[src/rtl/mpa_debug_pkg.sv]
// mpa_debug_pkg
// Shared types and default sizes for the mpa_mips_32 debug port.
//   dbg_func_e  : debug_func target codes
//   dbg_state_e : responder FSM states
//   DEF_*       : default target capacities and acknowledge timeout
package mpa_debug_pkg;

    typedef enum logic [1:0] {
        DBG_DM   = 2'd0,
        DBG_IM   = 2'd1,
        DBG_MR   = 2'd2,
        DBG_RSVD = 2'd3
    } dbg_func_e;

    typedef enum logic [2:0] {
        IDLE   = 3'd0,
        HALT   = 3'd1,
        READY  = 3'd2,
        ACCESS = 3'd3,
        DONE   = 3'd4
    } dbg_state_e;

    localparam int DEF_DATA_WIDTH    = 32;
    localparam int DEF_ADDRESS_WIDTH = 32;
    localparam int DEF_IM_CAPACITY   = 64;
    localparam int DEF_DM_CAPACITY   = 128;
    localparam int DEF_MR_CAPACITY   = 32;
    localparam int DEF_ACK_TIMEOUT   = 16;

endpackage

[src/rtl/mpa_debug_timeout.sv]
// mpa_debug_timeout
// Loadable down-counter used to bound the wait for tgt_ack.
// Ports:
//   CLK, HW_RSTn : clock, asynchronous active-low reset
//   load         : preload ACK_TIMEOUT-1 (first cycle of an access)
//   en           : count down while the access is outstanding
//   expired      : terminal count reached (counter at zero)
module mpa_debug_timeout #(
    parameter int ACK_TIMEOUT = 16
) (
    input  logic CLK,
    input  logic HW_RSTn,
    input  logic load,
    input  logic en,
    output logic expired
);

    localparam int CW = (ACK_TIMEOUT > 1) ? $clog2(ACK_TIMEOUT) : 1;
    localparam logic [CW-1:0] LOAD_VAL = CW'(ACK_TIMEOUT - 1);

    logic [CW-1:0] cnt;

    always_ff @(posedge CLK or negedge HW_RSTn) begin
        if (!HW_RSTn) begin
            cnt <= '0;
        end else if (load) begin
            cnt <= LOAD_VAL;
        end else if (en && (cnt != '0)) begin
            cnt <= cnt - CW'(1);
        end
    end

    assign expired = (cnt == '0);

endmodule

[src/rtl/mpa_debug_port.sv]
// mpa_debug_port
// Responder end of the mpa_mips_32 debug interface. Halts the core, decodes
// debug_func, performs one req/ack transfer to IM, DM or the register file,
// and returns read data on dout.
// Ports:
//   CLK, HW_RSTn             : clock, asynchronous active-low reset
//   mem_debug                : debug session enable (level)
//   debug_func/re/we/addr/din: request from the debug pins
//   dout, dbg_ready, dbg_err : read data, idle flag, sticky error of last access
//   core_halt_req/core_halted: pipeline freeze handshake
//   tgt_*                    : single-transfer bus to the IM/DM/MR debug muxes
// Build option: define MPA_DBG_BOUNDS_CHECK_EN to reject out-of-range indices
// instead of wrapping them to the target capacity.
//
// state  | meaning
// IDLE   | no session, core running
// HALT   | halt requested, waiting for core_halted
// READY  | halted, dbg_ready=1, accepting a request
// ACCESS | tgt_req held until tgt_ack or timeout
// DONE   | one-cycle gap, then READY (or IDLE if the session ended)
module mpa_debug_port
    import mpa_debug_pkg::*;
#(
    parameter int DATA_WIDTH    = DEF_DATA_WIDTH,
    parameter int ADDRESS_WIDTH = DEF_ADDRESS_WIDTH,
    parameter int IM_CAPACITY   = DEF_IM_CAPACITY,
    parameter int DM_CAPACITY   = DEF_DM_CAPACITY,
    parameter int MR_CAPACITY   = DEF_MR_CAPACITY,
    parameter int ACK_TIMEOUT   = DEF_ACK_TIMEOUT
) (
    input  logic                     CLK,
    input  logic                     HW_RSTn,
    input  logic                     mem_debug,
    input  logic [1:0]               debug_func,
    input  logic                     debug_re,
    input  logic                     debug_we,
    input  logic [ADDRESS_WIDTH-1:0] addr,
    input  logic [DATA_WIDTH-1:0]    din,
    output logic [DATA_WIDTH-1:0]    dout,
    output logic                     dbg_ready,
    output logic                     dbg_err,
    output logic                     core_halt_req,
    input  logic                     core_halted,
    output logic [1:0]               tgt_sel,
    output logic                     tgt_req,
    output logic                     tgt_we,
    output logic [ADDRESS_WIDTH-1:0] tgt_addr,
    output logic [DATA_WIDTH-1:0]    tgt_wdata,
    input  logic                     tgt_ack,
    input  logic [DATA_WIDTH-1:0]    tgt_rdata
);

    // Capacities are powers of two, so wrap-around is a mask.
    localparam logic [ADDRESS_WIDTH-1:0] IM_MASK = ADDRESS_WIDTH'(IM_CAPACITY - 1);
    localparam logic [ADDRESS_WIDTH-1:0] DM_MASK = ADDRESS_WIDTH'(DM_CAPACITY - 1);
    localparam logic [ADDRESS_WIDTH-1:0] MR_MASK = ADDRESS_WIDTH'(MR_CAPACITY - 1);

    dbg_state_e                state, state_nxt;
    logic [DATA_WIDTH-1:0]     dout_nxt, wdata_nxt;
    logic [ADDRESS_WIDTH-1:0]  addr_nxt, word_idx, req_index;
    logic [1:0]                sel_nxt;
    logic                      err_nxt, we_nxt;
    logic                      out_of_range;
    logic                      to_load, to_expired;

    assign word_idx = addr >> 2;

    always_comb begin
        req_index = '0;
        case (debug_func)
            DBG_DM:  req_index = word_idx & DM_MASK;
            DBG_IM:  req_index = word_idx & IM_MASK;
            DBG_MR:  req_index = addr & MR_MASK;
            default: req_index = '0;
        endcase
    end

`ifdef MPA_DBG_BOUNDS_CHECK_EN
    always_comb begin
        out_of_range = 1'b0;
        case (debug_func)
            DBG_DM:  out_of_range = (word_idx >= ADDRESS_WIDTH'(DM_CAPACITY));
            DBG_IM:  out_of_range = (word_idx >= ADDRESS_WIDTH'(IM_CAPACITY));
            DBG_MR:  out_of_range = (addr >= ADDRESS_WIDTH'(MR_CAPACITY));
            default: out_of_range = 1'b0;
        endcase
    end
`else
    assign out_of_range = 1'b0;
`endif

    always_comb begin
        state_nxt = state;
        dout_nxt  = dout;
        err_nxt   = dbg_err;
        sel_nxt   = tgt_sel;
        addr_nxt  = tgt_addr;
        wdata_nxt = tgt_wdata;
        we_nxt    = tgt_we;
        case (state)
            IDLE: begin
                if (mem_debug) state_nxt = HALT;
            end
            HALT: begin
                if (!mem_debug)      state_nxt = IDLE;
                else if (core_halted) state_nxt = READY;
            end
            READY: begin
                if (!mem_debug) begin
                    state_nxt = IDLE;
                end else if (debug_we || debug_re) begin
                    sel_nxt   = debug_func;
                    addr_nxt  = req_index;
                    wdata_nxt = din;
                    we_nxt    = debug_we;   // write wins when both are set
                    if ((debug_func == DBG_RSVD) || out_of_range) begin
                        err_nxt   = 1'b1;
                        state_nxt = DONE;
                    end else begin
                        state_nxt = ACCESS;
                    end
                end
            end
            ACCESS: begin
                // An ack in the final timeout cycle still counts as success.
                if (tgt_ack) begin
                    if (!tgt_we) dout_nxt = tgt_rdata;
                    err_nxt   = 1'b0;
                    state_nxt = DONE;
                end else if (to_expired) begin
                    err_nxt   = 1'b1;
                    state_nxt = DONE;
                end
            end
            DONE: begin
                state_nxt = mem_debug ? READY : IDLE;
            end
            default: state_nxt = IDLE;
        endcase
    end

    // Halt stays asserted through DONE, so it can only drop after tgt_req has.
    always_ff @(posedge CLK or negedge HW_RSTn) begin
        if (!HW_RSTn) begin
            state         <= IDLE;
            dout          <= '0;
            dbg_ready     <= 1'b0;
            dbg_err       <= 1'b0;
            core_halt_req <= 1'b0;
            tgt_req       <= 1'b0;
            tgt_we        <= 1'b0;
            tgt_sel       <= '0;
            tgt_addr      <= '0;
            tgt_wdata     <= '0;
        end else begin
            state         <= state_nxt;
            dout          <= dout_nxt;
            dbg_ready     <= (state_nxt == READY);
            dbg_err       <= err_nxt;
            core_halt_req <= (state_nxt != IDLE);
            tgt_req       <= (state_nxt == ACCESS);
            tgt_we        <= we_nxt;
            tgt_sel       <= sel_nxt;
            tgt_addr      <= addr_nxt;
            tgt_wdata     <= wdata_nxt;
        end
    end

    assign to_load = (state != ACCESS) && (state_nxt == ACCESS);

    mpa_debug_timeout #(
        .ACK_TIMEOUT (ACK_TIMEOUT)
    ) u_timeout (
        .CLK     (CLK),
        .HW_RSTn (HW_RSTn),
        .load    (to_load),
        .en      (state == ACCESS),
        .expired (to_expired)
    );

endmodule

[config.mk]
export PLATFORM = sky130hd
export DESIGN_NAME = mpa_debug_port
export DESIGN_NICKNAME = d
export VERILOG_FILES = /design/src/rtl/mpa_debug_pkg.sv /design/src/rtl/mpa_debug_timeout.sv /design/src/rtl/mpa_debug_port.sv
export SDC_FILE = /design/constraint.sdc
export NUM_CORES = 1
export LEC_CHECK = 0
export BUFFER_PORTS_ARGS = -buffer_cell sky130_fd_sc_hd__buf_4
export CAP_MARGIN = 30
export CORE_MARGIN = 10
export CORE_UTILIZATION = 45
export DETAILED_ROUTE_END_ITERATION = 10
export GPL_TIMING_DRIVEN = 0
export PLACE_DENSITY_LB_ADDON = 0.05
export SLEW_MARGIN = 20
export SYNTH_ARGS = -nofsm -noshare
export SYNTH_HDL_FRONTEND = slang
export SYNTH_HIERARCHICAL = 1
export SYNTH_SLANG_ARGS = --single-unit
[constraint.sdc]
create_clock -name CLK -period 2.3 [get_ports CLK]
set_input_delay 0.46 -clock CLK [delete_from_list [all_inputs] [get_ports CLK]]
set_output_delay 0.46 -clock CLK [all_outputs]
set_load 0.05 [all_outputs]
-- Yosys cells after proc, flatten, opt, wreduce, memory -nomap -nowiden
Index checks and enable logic that the tools add are counted.
W data, S select, Z words.
- input port bits: 105
- logic and storage cells: 59
- output and inout bits: 103
- bits in registers: 110
- reductions and logical operators: 13
- add/subtract/negate cells: 1
- muxes and demuxes: 19
- equality and inequality tests: 14
- bitwise operators: 1
- operators with widths (kind ; count):
    $mux W3 ; 8
    $pmux W7 S3 ; 1
    $pmux W3 S5 ; 1
    $eq A3 B2 Y1 const B ; 4
    $mux W4 ; 2
    $ne A2 B2 Y1 const B ; 3
    $reduce_and A3 Y1 ; 2
    $mux W1 ; 5
    $reduce_and A5 Y1 ; 1
    $eq A2 B2 Y1 const B ; 2
    $logic_not A4 Y1 ; 1
    $reduce_bool A2 Y1 ; 2
    $reduce_bool A4 Y1 ; 1
    $sub A4 B1 Y4 const B ; 1
    $eq A3 B1 Y1 const B ; 1
    $eq A3 B3 Y1 const B ; 1
    $logic_not A3 Y1 ; 1
    $ne A3 B2 Y1 const B ; 1
    $ne A3 B3 Y1 const B ; 1
    $reduce_bool A3 Y1 ; 1
    $eq A2 B1 Y1 const B ; 1
    $logic_and A1 B1 Y1 ; 2
    $logic_not A2 Y1 ; 1
    $mux W2 ; 1
    other kinds (3) ; 3

-- Longest topological paths before layout
Gate-level depths: netlist of the first run.
- word-level depth: 8
- depth in mapped cells: 6
- mapped depth without buffers: 6

-- Hierarchy
The synthesis of the first run kept the hierarchy.
- by module, submodules not included (module ; cells an instance ; area an instance (sq um) ; times used ; seq. area each (sq um)):
    mpa_debug_port ; 232 ; 3619.7 ; 1 ; 2026.9
    mpa_debug_timeout ; 21 ; 219.0 ; 1 ; 100.1

-- Least setup slack after synthesis of the first run
No wires, ideal clock.
- kind: register -> register
- start: register state[2]
- end: register u_timeout.cnt[3]
- setup time: 124 ps
- path buffers: 0
- period minus slack after synthesis: 1669 ps
- cell stages (with the launch flop): 5
- data required time: 2176 ps
- arrival time: 1545 ps
- path slack: 631 ps
- cell sequence: dfrtp_1 nand3b_2 inv_1 or4b_4 a211o_1
- word-level cells in the longest chain between the ends: 6
- elaborated cells on any way between the ends: 19
- those cells by class: 6 x eq/ne; 9 x mux; 4 x reduce/logical
- RTL lines (what ; RTL line ; RTL):
    start, declared ; mpa_debug_port.sv:58 ; dbg_state_e state, state_nxt;
    start signal, assigned ; mpa_debug_port.sv:156 ; state <= state_nxt;
    $mux W3 (on tied branches) ; mpa_debug_port.sv:130, mpa_debug_port.sv:106, mpa_debug_port.sv:111 ;
    $mux W3 (on tied branches) ; mpa_debug_port.sv:126, mpa_debug_port.sv:105, mpa_debug_port.sv:109 ;
    $pmux W3 S5 ; mpa_debug_port.sv:100 ; case (state)
    $eq A3 B2 Y1 ; mpa_debug_port.sv:169 ; assign to_load = (state != ACCESS) && (state_nxt == ACCESS);
    $logic_and A1 B1 Y1 ; mpa_debug_port.sv:169 ;
    $mux W4 / $reduce_bool A2 Y1 (equally long branches) ; n/a ;
    end signal, assigned ; mpa_debug_timeout.sv:29 ; cnt <= cnt - CW'(1);
    end, declared ; mpa_debug_timeout.sv:21 ; logic [CW-1:0] cnt;
Several ways; a longest one is shown, not always the timed one.
A chain may end at the register's enable or synchronous reset.

-- Worst setup path in the final report of the first run
Ends and elaborated chain as after synthesis.

==> results.py, run 1 <==
metrics = {
    "cts": {
        "cts-root-buf": "clkbuf_8",
        "cts_tree": "done",
        "post_cts_buffers": 0,
        "cts_hold_buf": 0,
        "ctsResizeCount": 0,
        "cts.clk_slew.worst_paths_ns": 0.08,
        "clock_latency_ns": 0.34,
        "clockBufferDepth": 2,
        "h-tree-depth": 3,
        "clock_sinks": 85,
        "cts_buffers": 9,
    },
    "sta": {
        "worst_slack_ns": 0.483,
        "tns_ns": 0,
        "period_needed_ns": 1.82,
        "final-max-slew-violation-count": 0,
        "timing.fmax_mhz": 550,
        "hold_viol": 0,
        "final.period_utilization_pct": 79.0,
        "worstMarginPinSlew_ns": 0.702,
        "fin_skew_ns": 0.00989,
        "maxSlewHeadroom_pct": 53.2,
        "rsz0062_at_grt": "false",
        "setup_viol": 0,
    },
    "grt": {
        "grt_pass1_vias": 2870,
        "grt_antenna_before_repair": 0,
        "grt_pass1_wl_um": 15500,
        "grt_max_degree": 55,
        "gr-total-overflow": 0,
        "grt_usage_pct": 15.1,
    },
    "worst_setup_path": {
        "worstPathMaxFanout": 7,
        "worstReg2RegStart": "state[2]",
        "critPathTopFamily": "simple AND/OR/NAND/NOR gates",
        "r2r_cells": 4,
        "slowest_stage": "or4b_4",
        "worstPathCellList": "nand3b_2 > inv_1 > or4b_4 > a211o_1",
        "cp-start-kind": "register",
        "critical_path.max_stage_delay_ns": 0.49,
        "reg2reg_to": "u_timeout/cnt[3]",
        "critPathBufInv": 1,
        "reg2reg_slack_ns": 0.48,
        "path_class": "register to register",
        "crit_arrival_ns": 2.04,
        "critPathCaptureType": "register",
        "cp.required_ns": 2.52,
    },
    "power": {
        "p_switching_mw": 4.06,
        "clkPwrFrac_pct": 11.8,
        "p_int_mw": 4.49,
        "ir_worst_vdd_v": 0.000742,
        "pwr-share-comb_pct": 57.9,
        "power_frac_seq_pct": 30.4,
        "powerDensity_mw_per_mm2": 1570,
        "swShare_pct": 47.5,
        "total_leakage_power_nw": 2.81,
    },
    "logic_synthesis": {
        "yosysSeqAreaShare_pct": 55.4,
        "synth_mux_area_share_pct": 25.5,
        "synth-simple-area-share_pct": 5.93,
        "synthAdderAreaFrac_pct": 0.326,
        "yosysTopAreaCellShare_pct": 55.4,
        "synth_area_mm2": 0.00384,
        "ys_types": 41,
        "yosys-top-cells-area": "dfrtp_1 55%, mux2_4 15%, mux2_2 5.6%, buf_4 4.9%, mux2_1 4.1%",
        "synth_seq_cells": 85,
        "synth-edff-count": 0,
        "yosysTopAreaCell": "dfrtp_1",
        "synthCells": 253,
        "synth_xor_area_share_pct": 0,
        "avgSynthCellArea_um2": 15.2,
        "yosysWarnings": 6,
        "async_flop_share_pct": 100,
        "synth_compound_area_share_pct": 4.24,
        "synth_top_family_by_area": "multiplexers",
        "dominantRegCellSynth": "dfrtp_1",
    },
    "final_layout": {
        "nets": 554,
        "syn2layout_area_growth_pct": 42.2,
        "diodes": 0,
        "drive_gt1_share_pct": 59.8,
        "final.fill_count": 648,
    },
    "floorplan": {
        "fp.dieW_um": 112,
        "fp.dieArea_mm2": 0.0126,
        "die-height_um": 112,
        "num_rows": 33,
        "initial_core_util_pct": 46.5,
        "ios": 208,
        "core-area_mm2": 0.00826,
    },
    "place": {
        "dp_hpwl_um": 7700,
        "place.gp.congestion": 0.764,
        "port_buffers": 159,
        "pre_cts_ws_ns": 0.490,
    },
    "route": {
        "vias": 2565,
        "wl_per_cell_um": 17.3,
        "via_per_inst": 4.60,
        "drtIter0Drc": 97,
        "first_pass_iters": 5,
        "wl_um": 9680,
        "route.detailed.drc": 0,
        "postRouteAntennaNets": 0,
    },
    "flow_run": {
        "maxCapViolations": 0,
    },
    "run_status": {
        "status": "completed",
    },
    "worst_hold_path": {
        "hold_path.class": "input port to asynchronous set/reset pin",
    },
}
## worst reg2reg max path: stages, from the launching register on
cell and delay [ns]:
dfrtp_1 0.43, nand3b_2 0.29, inv_1 0.18, or4b_4 0.49
a211o_1 0.31
## Yosys cell counts (all sizes together) (2+ instances only)
cell and n:
dfrtp 85, mux2 72, buf 33, a22o 6, nand2 6, nor2 6, inv 4, nor2b 4
nor3b 4, o21ai 3, a211o 2, a22oi 2, and2 2, mux2i 2, nor3 2, or2 2
## placed cells by master, fill, tap and decap left out, types with 3 or more instances in the layout
master    count
buf_4       184
dfrtp_1      85
mux2_4       39
conb_1       25
mux2_2       19
mux2_1       14
clkbuf_8      9
nor2_1        6
nand2_1       6
a22o_1        6
buf_12        5
inv_1         4
nor2b_1       4
buf_6         4
o21ai_0       3
nor3b_1       3
clkbuf_1      3
## power groups by stage
stage | registers (mW) | clock network, mW | logic, mW
after global placement | 2.58 | 0 | 4.96
after global routing | 2.70 | 1.09 | 5.16
after CTS | 2.60 | 1.04 | 5.01
after floorplan | 4.83 | 0 | 1.25
after detailed placement | 2.62 | 0 | 5.01
final | 2.59 | 1.01 | 4.95
## metrics by stage
stage	hold slack [ns]	total power, mW	utilization, %	cell area (um2)	instances
after floorplan	0.164	6.08	-	3930	277
after global placement	0.469	7.54	63.6	5250	541
after detailed placement	0.476	7.62	63.9	5270	542
after CTS	0.180	8.65	66.1	5460	558
after global routing	0.203	8.96	66.1	5460	558
final	0.168	8.55	66.1	5460	558
## kinds of logic after synthesis
kind of cell,after synthesis
compound gates,21
other cells,1
flops,85
fa+ha+maj,1
buf+inv,37
simple gates,34
mux,74
## state kept, by name, summed over array words and instances (netlist names)
register       cells
core_halt_req      1
dbg_err            1
dbg_ready          1
dout              32
state              3
tgt_addr           7
tgt_req            1
tgt_sel            2
tgt_wdata         32
tgt_we             1
u_timeout/cnt      4
## final cells by class
| class | count | area [um2] | share of cell area [%] |
|---|---|---|---|
| flip-flops and latches | 85 | 2130 | 39.0 |
| multi-input cells | 155 | 1470 | 27.0 |
| repair buffers | 160 | 1210 | 22.2 |
| plain buffers | 33 | 313 | 5.73 |
| clock buffers | 12 | 135 | 2.48 |
| well taps | 105 | 131 | 2.41 |
| clock inverters | 4 | 48.8 | 0.894 |
| inverters | 4 | 15.0 | 0.275 |
## worst max path at each step
stage / start / end / slack (ns) / cells past startpoint
floorplan: state[2] / u_timeout/cnt[3] / 0.63 / 4
global placement: state[2] / dout[0] / 0.51 / 4
detailed placement: state[2] / u_timeout/cnt[3] / 0.49 / 4
CTS: state[2] / u_timeout/cnt[3] / 0.47 / 4
global route: u_timeout/cnt[0] / tgt_req / 0.33 / 6
finish: state[2] / u_timeout/cnt[3] / 0.48 / 4
## metal layers
metal / global-route usage, % / share of wire (%) / vias up / wire length (um)
met4: 5.75 / 1.5 / 0 / 142
li1: - / - / 1231 / -
met3: 5.59 / 8.7 / 11 / 840
met2: 24.2 / 48 / 110 / 4660
met1: 18.2 / 42 / 1213 / 4030
met5: 0 / 0 / - / 0
Power figures use the tool's default switching activity.
==> run 2, diff against run 1 <==
--- a/config.mk
+++ b/config.mk
@@ -8,7 +8,7 @@
 export BUFFER_PORTS_ARGS = -buffer_cell sky130_fd_sc_hd__buf_4
 export CAP_MARGIN = 30
 export CORE_MARGIN = 10
-export CORE_UTILIZATION = 45
+export CORE_UTILIZATION = 40
 export DETAILED_ROUTE_END_ITERATION = 10
 export GPL_TIMING_DRIVEN = 0
 export PLACE_DENSITY_LB_ADDON = 0.05
==> constraint.sdc (replaced) <==
create_clock -name CLK -period 1.5 [get_ports CLK]
set_input_delay 0.3 -clock CLK [delete_from_list [all_inputs] [get_ports CLK]]
set_output_delay 0.3 -clock CLK [all_outputs]
set_load 0.05 [all_outputs]
==> run 2 against run 1 <==
  * The run now ends with negative setup slack left
  * Sequential power up 55%
  * Largest power group unchanged
  * Fmax grew 9.3%
  * Cell area grew 9.2%
==> results.py, run 2 (same netlist as run 1, synthesis figures left out) <==
metrics = {
    "cts": {
        "clock_sinks": 85,
        "cts.clk_slew.worst_paths_ns": 0.09,
        "cts_buffers": 9,
        "clock_latency_ns": 0.35,
        "cts-root-buf": "clkbuf_8",
        "cts_tree": "done",
        "h-tree-depth": 3,
        "clockBufferDepth": 2,
    },
    "sta": {
        "timing.fmax_mhz": 601,
        "final-max-slew-violation-count": 0,
        "holdWs_ns": 0.166,
        "setup_viol": 75,
        "rsz0062_at_grt": "true",
        "tns_ns": -9.01,
        "fin_skew_ns": 0.00932,
        "hold_viol": 0,
        "worst_slack_ns": -0.163,
        "final.period_utilization_pct": 111,
        "period_needed_ns": 1.66,
    },
    "worst_setup_path": {
        "worstPathMaxFanout": 10,
        "worstPathCellList": "and4bb_4 > and2_4 > buf_12 > buf_12 > mux2_4",
        "cpMostUsedCell": "buf_12",
        "crit_arrival_ns": 1.89,
        "critPathCaptureType": "register",
        "critPathTopFamily": "simple AND/OR/NAND/NOR gates",
        "critical_path.max_stage_delay_ns": 0.43,
        "path_class": "register to register",
        "cp-start-kind": "register",
        "cp.required_ns": 1.73,
        "slowest_stage": "dfrtp_1",
        "critPathBufInv": 2,
    },
    "final_layout": {
        "finish.utilization_pct": 64.2,
        "layout.cells.non_filler": 602,
        "final_cell_mix": "195 x buf_4, 82 x dfrtp_1, 72 x mux2_4, 25 x conb_1, 10 x clkbuf_8",
        "top_regs": "dout x32, tgt_wdata x32, tgt_addr x7",
        "nets": 574,
        "diodes": 0,
        "drive_gt1_share_pct": 67.2,
        "final.fill_count": 733,
        "syn2layout_area_growth_pct": 55.3,
        "final_common_cell": "buf_4",
    },
    "place": {
        "dp_hpwl_um": 7860,
        "place.gp.congestion": 0.773,
        "placed_cells": 566,
        "port_buffers": 159,
    },
    "power": {
        "ir_worst_vdd_v": 0.00106,
        "powerDensity_mw_per_mm2": 2360,
        "total_leakage_power_nw": 3.05,
        "finalPower_mw": 14.1,
    },
    "route": {
        "vias": 2700,
        "postRouteAntennaNets": 0,
        "route.detailed.drc": 0,
        "wl_um": 10700,
        "wl_per_cell_um": 17.8,
        "via_per_inst": 4.49,
        "drtIter0Drc": 88,
        "first_pass_iters": 4,
    },
    "grt": {
        "grt_pass1_vias": 2870,
        "grt_usage_pct": 14.8,
        "gr-total-overflow": 0,
        "grt_max_degree": 52,
        "grt_pass1_wl_um": 16600,
        "grt_antenna_before_repair": 0,
    },
    "worst_hold_path": {
        "hold_path.class": "input port to register",
    },
    "floorplan": {
        "initial_core_util_pct": 41.3,
        "fp.dieW_um": 118,
        "num_rows": 35,
        "fp.dieArea_mm2": 0.0139,
        "core-area_mm2": 0.00928,
        "die-height_um": 118,
        "ios": 208,
    },
    "flow_run": {
        "maxCapViolations": 0,
    },
    "run_status": {
        "violations": "negative setup slack",
        "status": "finished, violations left",
    },
}
==> run 2: layer usage <==
metal	up-vias	wire [um]	GRT usage (%)
li1	1273	-	-
met1	1298	4750	18.4
met2	119	5080	23.3
met3	10	786	5.32
met4	0	83	4.64
met5	-	0	0
==> run 2: repair_timing <==
item | in CTS | in global routing
hold endpoints to repair | 34 | 0
gates resized for setup | 13 | 15
cloned | 1 | 2
setup endpoints to repair | 80 | 81
pin swaps | 3 | 3
buffers inserted | 13 | 5
hold buffers | 1 | 0
==> run 2: worst register-to-register path, stage by stage, from the launching register on <==
cell and delay (ns):
dfrtp_1 0.43, and4bb_4 0.36, and2_4 0.19, buf_12 0.12, buf_12 0.14, mux2_4 0.31
==> run 2: layout make-up <==
cell class                 instances  area [um2]  area share [%]
buffer                            32         328            5.50
clock buffer                      10         138            2.31
clock inverter                     6        71.3            1.20
inverter                           4        17.5           0.294
multi-input combinational        155        1660            27.8
sequential                        85        2130            35.7
tap                              129         161            2.71
timing repair buffer             181        1460            24.5
==> run 2: path summary, 6_finish.rpt <==
kind                          start          end  slack [ns]  cells past startpoint
setup / recovery           state[2]  tgt_addr[1]       -0.16                      5
hold / removal              tgt_ack      dbg_err        0.17                      2
setup reg to reg           state[2]  tgt_addr[1]       -0.16                      5
hold reg to reg            dout[28]     dout[28]        0.51                      1
max in group asynchronous   HW_RSTn  tgt_addr[4]        0.44                      3
min in group asynchronous   HW_RSTn     dout[20]        0.45                      2
==> run 2: report_power, final <==
group,switching [mW],internal [mW]
sequential,0.658,3.36
combinational,5.00,3.34
clock,0.873,0.827
total,6.53,7.53
==> run 2: metrics by stage <==
step | cell area (um2) | worst slack [ns]
2_1_floorplan | 4060 | -0.104
3_3_place_gp | 5420 | -0.258
3_5_place_dp | 5440 | -0.267
4_1_cts | 5840 | -0.132
5_1_grt | 5960 | -0.209
6_report | 5960 | -0.163
==> run 3, diff against run 2 <==
--- a/config.mk
+++ b/config.mk
@@ -5,6 +5,7 @@
 export SDC_FILE = /design/constraint.sdc
 export NUM_CORES = 1
 export LEC_CHECK = 0
+export ABC_AREA = 1
 export BUFFER_PORTS_ARGS = -buffer_cell sky130_fd_sc_hd__buf_4
 export CAP_MARGIN = 30
 export CORE_MARGIN = 10
==> run 3 against run 2 <==
  * The run now ends clean
  * Global-route usage up 0.28 points
  * Setup slack better by 0.21 ns
  * Synthesized cell count up 46%
  * Utilization down 3.0 points
==> results.py, run 3 <==
metrics = {
    "grt": {
        "grt_pass1_vias": 3198,
        "grt_max_degree": 50,
        "grt_usage_pct": 15.0,
        "gr-total-overflow": 0,
        "grt_antenna_before_repair": 0,
        "grt_pass1_wl_um": 17000,
    },
    "floorplan": {
        "fp.dieArea_mm2": 0.0139,
        "die-height_um": 118,
        "fp.dieW_um": 118,
        "ios": 208,
        "core-area_mm2": 0.00928,
        "num_rows": 35,
        "initial_core_util_pct": 41.4,
    },
    "route": {
        "vias": 3053,
        "met1_length_um": 4720,
        "drtIter0Drc": 99,
        "wl_per_cell_um": 15.2,
        "first_pass_iters": 4,
        "postRouteAntennaNets": 0,
        "via_per_inst": 4.31,
        "top_layer": "met4",
        "wl_met3_um": 959,
        "route.detailed.drc": 0,
        "dr_wl_met2_um": 4920,
        "wl_um": 10700,
    },
    "sta": {
        "worstMarginPinSlew_ns": 0.527,
        "setup_viol": 0,
        "tns_ns": 0,
        "final.period_utilization_pct": 96.5,
        "fin_skew_ns": 0.0107,
        "period_needed_ns": 1.45,
        "timing.fmax_mhz": 690,
        "final-max-slew-violation-count": 0,
        "holdWs_ns": 0.136,
        "hold_viol": 0,
        "worst_slack_ns": 0.0518,
        "rsz0062_at_grt": "true",
        "maxSlewHeadroom_pct": 64.9,
    },
    "cts": {
        "cts_tree": "done",
        "h-tree-depth": 3,
        "cts_buffers": 9,
        "clock_sinks": 85,
        "clock_latency_ns": 0.35,
        "cts.clk_slew.worst_paths_ns": 0.09,
        "clockBufferDepth": 2,
        "cts-root-buf": "clkbuf_8",
    },
    "final_layout": {
        "finalInstanceArea_mm2": 0.00569,
        "syn2layout_area_growth_pct": 48.0,
        "diodes": 0,
        "drive_gt1_share_pct": 48.7,
        "nets": 680,
        "final_common_cell": "buf_4",
        "top_regs": "dout x32, tgt_wdata x32, tgt_addr x7",
        "final_cell_mix": "192 x buf_4, 137 x nand2_1, 82 x dfrtp_1, 30 x mux2_4, 25 x conb_1",
    },
    "logic_synthesis": {
        "synth_xor_area_share_pct": 0,
        "synth_top_family_by_area": "simple AND/OR/NAND/NOR gates",
        "synthCells": 369,
        "synthAdderAreaFrac_pct": 0.326,
        "yosysSeqAreaShare_pct": 55.4,
        "yosysTopAreaCellShare_pct": 55.4,
        "avgSynthCellArea_um2": 10.4,
        "yosysWarnings": 6,
        "dominantRegCellSynth": "dfrtp_1",
        "ys_types": 27,
        "yosysTopAreaCell": "dfrtp_1",
        "synth-edff-count": 0,
        "async_flop_share_pct": 100,
        "synth_seq_cells": 85,
        "synth-simple-area-share_pct": 21.0,
        "synth_area_mm2": 0.00384,
        "yosys-top-cells-count": "138 x nand2_1, 85 x dfrtp_1, 30 x mux2_4",
        "yosys-top-cells-area": "dfrtp_1 55%, nand2_1 13%, mux2_4 12%, buf_4 4.9%, nand3_1 2.5%",
        "synth_compound_area_share_pct": 1.30,
        "synth.most_common_cell": "nand2_1",
        "synth_mux_area_share_pct": 12.3,
    },
    "worst_setup_path": {
        "crit_arrival_ns": 1.68,
        "reg2reg_slack_ns": 0.05,
        "critPathCaptureType": "register",
        "worstSetupStartpoint": "state[1]",
        "reg2reg_to": "dout[29]",
        "worstReg2RegStart": "state[1]",
        "crit_path_end": "dout[29]",
        "r2r_cells": 5,
        "worstPathMaxFanout": 10,
        "cp-start-kind": "register",
        "cp.required_ns": 1.73,
        "path_class": "register to register",
    },
    "power": {
        "ir_worst_vdd_v": 0.000846,
        "total_leakage_power_nw": 3.25,
        "finalPower_mw": 12.4,
        "powerDensity_mw_per_mm2": 2180,
    },
    "place": {
        "place.gp.congestion": 0.804,
        "port_buffers": 159,
        "pre_cts_ws_ns": -0.140,
        "dpl_cell_area_mm2": 0.00532,
        "dp_hpwl_um": 8250,
    },
    "flow_run": {
        "maxCapViolations": 0,
    },
    "run_status": {
        "status": "completed",
    },
    "worst_hold_path": {
        "hold_path.class": "input port to register",
    },
}
==> run 3: cell types whose count changed after synthesis, sizes merged, moves of 3 or more <==
cell	delta
nor2	+13
nor2b	-4
nor3b	-4
buf	+3
nand3	+21
a22o	-6
nand2	+139
mux2	-40
inv	+13
==> run 3: worst min path at each step <==
stage / startpoint / endpoint / slack [ns] / cells after the start
floorplan: HW_RSTn / core_halt_req / 0.004 / 0
global placement: tgt_wdata[0] / tgt_wdata[0] / 0.46 / 2
detailed placement: HW_RSTn / dout[13] / 0.31 / 1
CTS: din[16] / tgt_wdata[16] / 0.12 / 3
global route: din[16] / tgt_wdata[16] / 0.12 / 3
finish: din[16] / tgt_wdata[16] / 0.14 / 3
==> run 3: cells by family (layout without fill, tap and decap cells) <==
family | Yosys count | in the layout
AO/OA/AOI/OAI | 8 | 8
adder cells (fa/ha/maj) | 1 | 1
buffers and inverters | 53 | 239
flip-flops | 85 | 85
multiplexers | 32 | 32
other | 1 | 25
AND/OR/NAND/NOR | 189 | 189
==> run 3: per-stage QoR <==
| stage | util [%] | cells |
|---|---|---|
| finish | 61.3 | 708 |
| global route | 61.3 | 708 |
| CTS | 59.9 | 699 |
| detailed placement | 57.3 | 682 |
| global placement | 57.0 | 681 |
| floorplan | - | 393 |
==> run 3: layout make-up <==
cell class	instances	area, um2
plain buffers	36	314
clock buffers	10	138
clock inverters	6	86.3
fillers	817	3600
inverters	17	63.8
multi-input cells	255	1480
flip-flops and latches	85	2130
well taps	129	161
repair buffers	170	1320
==> run 3: routing by layer <==
metal / GRT usage, % / vias up
met2: 24.2 / 126
met1: 18.0 / 1390
met3: 6.09 / 12
met4: 4.64 / 0
li1: - / 1525
met5: 0 / -
==> run 3: worst max-delay path, cell delays in order (launching register included) <==
cell     delay (ns)
dfrtp_2        0.44
nand2_4        0.07
nor2_4         0.20
nand2_4        0.13
buf_12         0.18
mux2_4         0.30
==> run 3: power by group <==
group          switching [mW]  leakage [nW]  internal (mW)
sequential              0.552          1.08           3.23
clock                   0.827         0.112          0.981
combinational            4.57          2.06           2.22
total                    5.95          3.25           6.43
==> run 3: timing repair <==
item / CTS / global route
endpoints found under the hold margin: 36 / 0
setup endpoints to repair: 36 / 78
setup buffers: 0 / 8
hold buffers: 1 / 0
cloned: 0 / 1
gates resized for setup: 5 / 15
pin swaps: 0 / 4
